## config.mk

```make
export PLATFORM = sky130hd
export DESIGN_NAME = aha_ahb_sram_bridge
export DESIGN_NICKNAME = d
export VERILOG_FILES = /design/src/rtl/aha_ahb_sram_pkg.sv /design/src/rtl/aha_ahb_sram_wbuf.sv /design/src/rtl/aha_ahb_sram_bridge.sv
export SDC_FILE = /design/constraint.sdc
export NUM_CORES = 1
export LEC_CHECK = 0
export CORE_MARGIN = 10
export CORE_UTILIZATION = 25
export CTS_BUF_LIST = sky130_fd_sc_hd__clkbuf_16
export DETAILED_ROUTE_END_ITERATION = 16
export DONT_BUFFER_PORTS = 1
export PLACE_DENSITY_LB_ADDON = 0.12
export SYNTH_ARGS = -nofsm -noshare
export SYNTH_HDL_FRONTEND = slang
export SYNTH_HIERARCHICAL = 1
export SYNTH_SLANG_ARGS = --single-unit
```

## constraint.sdc

```tcl
create_clock -name CLK -period 5.6 [get_ports CLK]
set_input_delay 1.12 -clock CLK [delete_from_list [all_inputs] [get_ports CLK]]
set_output_delay 1.12 -clock CLK [all_outputs]
set_load 0.005 [all_outputs]
```

## src/rtl/aha_ahb_sram_pkg.sv

```systemverilog
// Shared AHB encodings and byte-lane helpers for the AHB-to-SRAM bridge.
package aha_ahb_sram_pkg;

  typedef enum logic [1:0] {
    HTRANS_IDLE   = 2'b00,
    HTRANS_BUSY   = 2'b01,
    HTRANS_NONSEQ = 2'b10,
    HTRANS_SEQ    = 2'b11
  } htrans_t;

  typedef enum logic [2:0] {
    HSIZE_BYTE = 3'd0,
    HSIZE_HALF = 3'd1,
    HSIZE_WORD = 3'd2
  } hsize_t;

  localparam int LANES = 4;

  // Any size encoding above a word is handled as a full word.
  function automatic logic [LANES-1:0] byte_mask(input logic [2:0] hsize,
                                                 input logic [1:0] addr_lo);
    logic [LANES-1:0] m;
    case (hsize)
      HSIZE_BYTE: m = 4'b0001 << addr_lo;
      HSIZE_HALF: m = addr_lo[1] ? 4'b1100 : 4'b0011;
      default:    m = 4'b1111;
    endcase
    return m;
  endfunction

  function automatic logic [31:0] merge_bytes(input logic [LANES-1:0] mask,
                                              input logic [31:0] new_data,
                                              input logic [31:0] old_data);
    logic [31:0] r;
    for (int i = 0; i < LANES; i++) begin
      r[8*i +: 8] = mask[i] ? new_data[8*i +: 8] : old_data[8*i +: 8];
    end
    return r;
  endfunction

endpackage

```

## src/rtl/aha_ahb_sram_wbuf.sv

```systemverilog
// One-entry posted write buffer with read-after-write byte forwarding.
module aha_ahb_sram_wbuf
  import aha_ahb_sram_pkg::*;
#(
  parameter int ADDR_WIDTH = 15,
  parameter int DATA_WIDTH = 32
) (
  input  logic                  clk,
  input  logic                  reset,
  input  logic                  load,
  input  logic [ADDR_WIDTH-1:0] load_addr,
  input  logic [LANES-1:0]      load_mask,
  input  logic [DATA_WIDTH-1:0] load_data,
  input  logic                  drain,
  input  logic [ADDR_WIDTH-1:0] rd_addr,
  input  logic [DATA_WIDTH-1:0] sram_rdata,
  output logic                  valid,
  output logic [ADDR_WIDTH-1:0] addr,
  output logic [LANES-1:0]      mask,
  output logic [DATA_WIDTH-1:0] data,
  output logic [DATA_WIDTH-1:0] fwd_data
);

  logic hit;

  // A load wins over a drain at the same edge so a new entry is never dropped.
  always_ff @(posedge clk) begin
    if (reset) begin
      valid <= 1'b0;
      addr  <= '0;
      mask  <= '0;
      data  <= '0;
    end else if (load) begin
      valid <= 1'b1;
      addr  <= load_addr;
      mask  <= load_mask;
      data  <= load_data;
    end else if (drain) begin
      valid <= 1'b0;
    end
  end

  assign hit      = valid && (addr == rd_addr);
  assign fwd_data = hit ? merge_bytes(mask, data, sram_rdata) : sram_rdata;

endmodule

```

## src/rtl/aha_ahb_sram_bridge.sv

```systemverilog
// Zero-wait-state AHB-Lite slave in front of a single-port 32-bit SRAM,
// with a posted write buffer so write data can arrive in the data phase.
module aha_ahb_sram_bridge
  import aha_ahb_sram_pkg::*;
#(
  parameter int ADDR_WIDTH = 15,
  parameter int DATA_WIDTH = 32
) (
  input  logic                  CLK,
  input  logic                  RESET,
  input  logic                  HSEL,
  input  logic [31:0]           HADDR,
  input  logic [1:0]            HTRANS,
  input  logic [2:0]            HSIZE,
  input  logic                  HWRITE,
  input  logic                  HREADY,
  input  logic [DATA_WIDTH-1:0] HWDATA,
  output logic                  HREADYOUT,
  output logic                  HRESP,
  output logic [DATA_WIDTH-1:0] HRDATA,
  output logic                  SRAMCEn,
  output logic [LANES-1:0]      SRAMWEn,
  output logic [ADDR_WIDTH-1:0] SRAMADDR,
  output logic [DATA_WIDTH-1:0] SRAMWDATA,
  input  logic [DATA_WIDTH-1:0] SRAMRDATA
);

  logic                  accept, acc_rd, acc_wr;
  logic                  wr_dp, rd_dp;
  logic [ADDR_WIDTH-1:0] dp_addr;
  logic [LANES-1:0]      dp_mask;
  logic [ADDR_WIDTH-1:0] held_addr;
  logic [DATA_WIDTH-1:0] held_wdata;
  logic                  buf_valid, drain;
  logic [ADDR_WIDTH-1:0] buf_addr;
  logic [LANES-1:0]      buf_mask;
  logic [DATA_WIDTH-1:0] buf_data, fwd_data;
  logic                  unused_bits;

  assign HREADYOUT   = 1'b1;
  assign HRESP       = 1'b0;
  assign unused_bits = ^{HADDR[31:ADDR_WIDTH+2], HTRANS[0]};

  assign accept = HSEL & HREADY & HTRANS[1];
  assign acc_rd = accept & ~HWRITE;
  assign acc_wr = accept & HWRITE;

  always_ff @(posedge CLK) begin
    if (RESET) begin
      wr_dp   <= 1'b0;
      rd_dp   <= 1'b0;
      dp_addr <= '0;
      dp_mask <= '0;
    end else if (HREADY) begin
      wr_dp   <= acc_wr;
      rd_dp   <= acc_rd;
      dp_addr <= HADDR[ADDR_WIDTH+1:2];
      dp_mask <= byte_mask(HSIZE, HADDR[1:0]);
    end
  end

  // Reads go straight to the SRAM; the buffer only uses cycles with no read.
  assign drain = buf_valid & ~acc_rd & ~RESET;

  aha_ahb_sram_wbuf #(
    .ADDR_WIDTH(ADDR_WIDTH),
    .DATA_WIDTH(DATA_WIDTH)
  ) u_wbuf (
    .clk        (CLK),
    .reset      (RESET),
    .load       (wr_dp),
    .load_addr  (dp_addr),
    .load_mask  (dp_mask),
    .load_data  (HWDATA),
    .drain      (drain),
    .rd_addr    (dp_addr),
    .sram_rdata (SRAMRDATA),
    .valid      (buf_valid),
    .addr       (buf_addr),
    .mask       (buf_mask),
    .data       (buf_data),
    .fwd_data   (fwd_data)
  );

  always_comb begin
    SRAMCEn   = 1'b1;
    SRAMWEn   = '1;
    SRAMADDR  = held_addr;
    SRAMWDATA = held_wdata;
    if (RESET) begin
      SRAMADDR  = '0;
      SRAMWDATA = '0;
    end else if (acc_rd) begin
      SRAMCEn  = 1'b0;
      SRAMADDR = HADDR[ADDR_WIDTH+1:2];
    end else if (buf_valid) begin
      SRAMCEn   = 1'b0;
      SRAMWEn   = ~buf_mask;
      SRAMADDR  = buf_addr;
      SRAMWDATA = buf_data;
    end
  end

  // Idle cycles replay the last address and data to avoid needless toggling.
  always_ff @(posedge CLK) begin
    if (RESET) begin
      held_addr  <= '0;
      held_wdata <= '0;
    end else begin
      held_addr  <= SRAMADDR;
      held_wdata <= SRAMWDATA;
    end
  end

  assign HRDATA = (rd_dp && !RESET) ? fwd_data : '0;

endmodule

```

# After elaboration in Yosys (flattened, before gate mapping)

Cells that the tools add are included.

Register bits after elaboration: 120
Output and inout bits: 86
Logic and storage cells: 50

Eq/ne operators: 2
Shifts and indexed selects: 1
Multiplexer cells: 22
Bitwise logic cells: 10
Reductions and logical operators: 5

Operators by type and width:

| cell                  | count |
|---|---|
| $mux W32              | 5 |
| $mux W15              | 3 |
| $mux W8               | 4 |
| $mux W4               | 4 |
| $eq A15 B15 Y1        | 1 |
| $pmux W4 S2           | 1 |
| $and A1 B1 Y1         | 6 |
| $mux W1               | 5 |
| $not A4 Y4            | 1 |
| $shl A1 B2 Y4 const A | 1 |
| $eq A3 B1 Y1 const B  | 1 |
| $logic_not A3 Y1      | 1 |
| $not A1 Y1            | 3 |
| $logic_and A1 B1 Y1   | 2 |
| $reduce_bool A2 Y1    | 1 |
| $logic_not A1 Y1      | 1 |

# Depth between registers and ports, before layout

Word-level depth: 8
Mapped depth: 6
Gate-level depth less buffers: 5

# Cells and area by module

The synthesis kept the hierarchy.

By module, submodules not included:

| module              | instances | cells each | area each (µm²) |
|---|---|---|---|
| aha_ahb_sram_bridge | 1         | 388        | 3288.2 |
| aha_ahb_sram_wbuf   | 1         | 231        | 2484.9 |

# Worst setup path before layout

Ideal clock, no wire load.

Path type: input to output
From: input HREADY
To: output SRAMWDATA[22]
Arrival time: 1.948 ns
Required time: 4.480 ns
Path slack: 2.532 ns
Stages: 5
Path through: buf_2 > and4b_4 > buf_6 > o21ai_1 > a21oi_1

Cells in the longest elaborated chain, start to end: 5

Ends and longest elaborated chain:

| element                    | line                      | text |
|---|---|---|
| from (decl)                | aha_ahb_sram_bridge.sv:16 | `input logic HREADY,` |
| $and A1 B1 Y1 (2 in a row) | aha_ahb_sram_bridge.sv:44 | `assign accept = HSEL & HREADY & HTRANS[1];` |
| $and A1 B1 Y1              | aha_ahb_sram_bridge.sv:45 | `assign acc_rd = accept & ~HWRITE;` |
| $mux W32                   | aha_ahb_sram_bridge.sv:93 | `end else if (acc_rd) begin` |
| $mux W32                   | aha_ahb_sram_bridge.sv:90 | `if (RESET) begin` |
| to (decl)                  | aha_ahb_sram_bridge.sv:24 | `output logic [DATA_WIDTH-1:0] SRAMWDATA,` |

Every way passes these cells.

# Worst setup path in the final report

From: register u_wbuf.valid
To: output SRAMWEn[2]

Cells in the longest elaborated chain, start to end: 3

Ends and longest elaborated chain:

| element                | line                      | text |
|---|---|---|
| from (decl)            | aha_ahb_sram_wbuf.sv:17   | `output logic valid,` |
| from (signal assigned) | aha_ahb_sram_wbuf.sv:29   | `valid <= 1'b0;` |
| from (signal assigned) | aha_ahb_sram_wbuf.sv:34   | `valid <= 1'b1;` |
| from (signal assigned) | aha_ahb_sram_wbuf.sv:39   | `valid <= 1'b0;` |
| $mux W4                | aha_ahb_sram_bridge.sv:96 | `end else if (buf_valid) begin` |
| $mux W4                | aha_ahb_sram_bridge.sv:93 |  |
| $mux W4                | aha_ahb_sram_bridge.sv:90 |  |
| to (decl)              | aha_ahb_sram_bridge.sv:22 | `output logic [LANES-1:0] SRAMWEn,` |

Every way passes these cells.

==> impl_results.md <==
* Status: complete, no violations
* Root Buffer: clkbuf_16
* Combinational family with the most area after synthesis: multiplexers
* Clock Power Share at 53.2%
* Number of buffers added on ports at 0
* CTS tree: yes
* Setup Skew at 0.009790 ns
* Skew-Pair Late Insertion Delay at 0.41 ns
* HPWL Detailed at 11.79 mm
* FILL cells at 2,405
* Max Root-Sink Buffers at 2
* Layout cells sized above 1 at 14.29%
* Post-place setup slack at 1.855 ns
* Total Die Area at 29,570 sq um
* Critical Path Sink Type: output pin
* Fmax at 271.2 MHz
* Number of synthesized flops with an enable pin at 0
* Design internal power at 1.637 mW
* Ys Warns at 6
* Max Fanout on Critical Path at 44
* Syn Area/Cell at 9.326 sq um
* Post-Synth XOR/XNOR Area at 2.276%
* H-Tree Depth at 4
* ANT cells at 0
* Max-cap violations at 0
* CTS Sinks at 120
* Drt drc at 0
* Total CTS buffers at 17
* DP Area at 5916 sq um
* Switching Share at 22.40%
* Seq/Total Area, Yosys at 41.61%
* Post-CTS resize count at 0
* Die X at 172.0 microns
* Initial Util at 25.42%
* Synth Instances at 619
* Initial antenna violation count at 0
* Crit start category: register
* Sequential power share at 42.2%
* Power Density at 323.7 nW/um^2
* Site row count at 55
* Hold Buf Count CTS at 0
* Core area at 22,710 sq um
* Clock transition at path regs at 0.06 ns
* Post-route cell area at 6519 sq um
* Register area at 2407 sq um
* RSZ-0062 raised after global routing: false
* Worst vdd rail ir drop at 132.0 uV
* Remaining antenna violation count at 0
* Largest net degree at the start of global routing at 169
* Fin crit share at 65.84%
* Setup-failing EPs final at 0
* Die height at 172.0 microns
* Grt total ovfl at 0
* Distinct cell type count after synthesis at 37
* Design Power at 2.110 mW
* DR iter-0 viols at 192
* Mapped Nets at 725
* DR vias/cell at 4.924
* Synth Area in Compound Gates at 13.87%
* Post-CTS Setup Inserts at 0
* Switch Pwr at 0.4725 mW
* Area Overhead vs Synth at 12.92%
* CP arrival at 2.57 ns
* Routability Congestion at 0.7352
* First-pass DRT Iterations at 5
* Total GRT Usage at 11.43%
* Hold Violations, Final at 0
* Main synth FF type: dfxtp_1
* Area of the multi-input gates at 3110 sq um
* Tmin final at 3.687 ns
* Slew HR at 32.93%
* Post-synth ARST share at 0%
* Post-synthesis adder-cell area fraction at 0%
* Global-route wire length before repair at 25.80 mm
* Vias at 4,368
* Lkg Pwr at 2.248 nW
* Layout net count at 696
* Slew of the pin with the lowest slew margin at 1.006 ns
* Netlist Area Pre-Place at 5773 sq um
* Number of global-route vias before repair at 4,280
* Mux share of post-synthesis cell area at 20.29%
* Worst setup margin at 1.913 ns
* HP Class: register to register
* Logic pwr share at 4.5%
* Final Max Slew Viols at 0
* Simple-gate share of the synthesized area at 17.27%
* Final core occ at 28.71%
* CP Class: register to output pin
* Worst EP required at 4.48 ns
* Final wirelength at 17.41 mm
* Fin Setup TNS at 0 ns
* Detail-routed net length per standard cell at 19.63 microns
* Synthesis-stage register bit count at 120
* I/O pin count at 192
[Yosys cell counts (8+ instances only)]
library cell | number | share of area [%]
dfxtp_1 | 120 | 42
nor2_1 | 85 | 5.5
mux2i_1 | 81 | 14
a21oi_1 | 68 | 5.9
and2_1 | 32 | 3.5
mux2_2 | 32 | 6.2
nand3_1 | 32 | 2.8
o21ai_1 | 30 | 2.6
clkbuf_1 | 28 | 1.8
a211oi_1 | 21 | 2.7
buf_2 | 15 | 1.3
xor2_1 | 15 | 2.3
a211oi_2 | 9 | 2.0
nand2_1 | 8 | 0.52
[power groups by stage]
stage / Sequential (mW) / Combinational (mW) / Clock [mW]
final: 0.891 / 0.0959 / 1.12
after global routing: 0.893 / 0.106 / 1.20
after CTS: 0.891 / 0.0987 / 1.16
after detailed placement: 0.909 / 0.0980 / 0
after global placement: 0.909 / 0.0960 / 0
after floorplan: 0.901 / 0.109 / 0
[path summary, 6_finish.rpt]
kind	start	endpoint	slack, ns	cells past startpoint
setup / recovery	u_wbuf/valid	SRAMWEn[2]	1.91	4
hold / removal	rd_dp	rd_dp	0.47	2
setup reg to reg	u_wbuf/valid	u_wbuf/valid	3.22	6
hold reg to reg	rd_dp	rd_dp	0.47	2
[layout make-up]
type	instances	share of cell area, %
Clock buffer	18	6.910
Sequential cell	120	36.93
Multi-Input combinational cell	444	47.72
Tap cell	285	5.470
Timing Repair Buffer	4	0.4607
Clock inverter	13	2.342
Inverter	3	0.1727
[flip-flops by register name, indices dropped and copies added (netlist names)]
signal        cells
dp_addr          15
dp_mask           4
held_addr        15
held_wdata       32
rd_dp             1
u_wbuf/addr      15
u_wbuf/data      32
u_wbuf/mask       4
u_wbuf/valid      1
wr_dp             1
[cell usage in the layout, fill, tap and decap left out, drive strengths merged, types with 7 or more instances in the layout]
master  synthesis  final
o21ai          33     33
nand3          32     32
nand2           8      8
mux2i          81     81
nor4            7      7
xor2           15     15
mux2           32     32
clkinv          0      7
nor2           85     85
clkbuf         28     18
dfxtp         120    120
a211oi         30     30
a21oi          68     68
and2           32     32
[metal layers]
metal  GRT usage, %  part of all wire [%]  vias to the layer above
li1               -                     -                     2131
met1          13.50                    44                     2106
met2          18.53                    48                      116
met3          4.765                   7.2                       15
met4          3.373                   1.4                        0
met5              0                     0                        -
[through the flow]
step	instances	hold slack, ns
2_1_floorplan	619	0.4442
3_3_place_gp	856	0.4555
3_5_place_dp	856	0.4558
4_1_cts	887	0.4661
5_1_grt	887	0.5045
6_report	887	0.4725
[logic make-up after synthesis]
group | Yosys count
buffers and inverters | 55
other | 2
xor gates and xnor gates | 15
and+or+nand+nor | 180
DFF | 120
muxes | 113
AOI/OAI and AO/OA | 134
[worst max-delay path, stage by stage (launching register included)]
cell     delay (ns)
dfxtp_2        0.48
buf_4          0.58
inv_2          0.46
nor3_2         0.43
nand2_1        0.16
(Power assumes the default switching activity.)
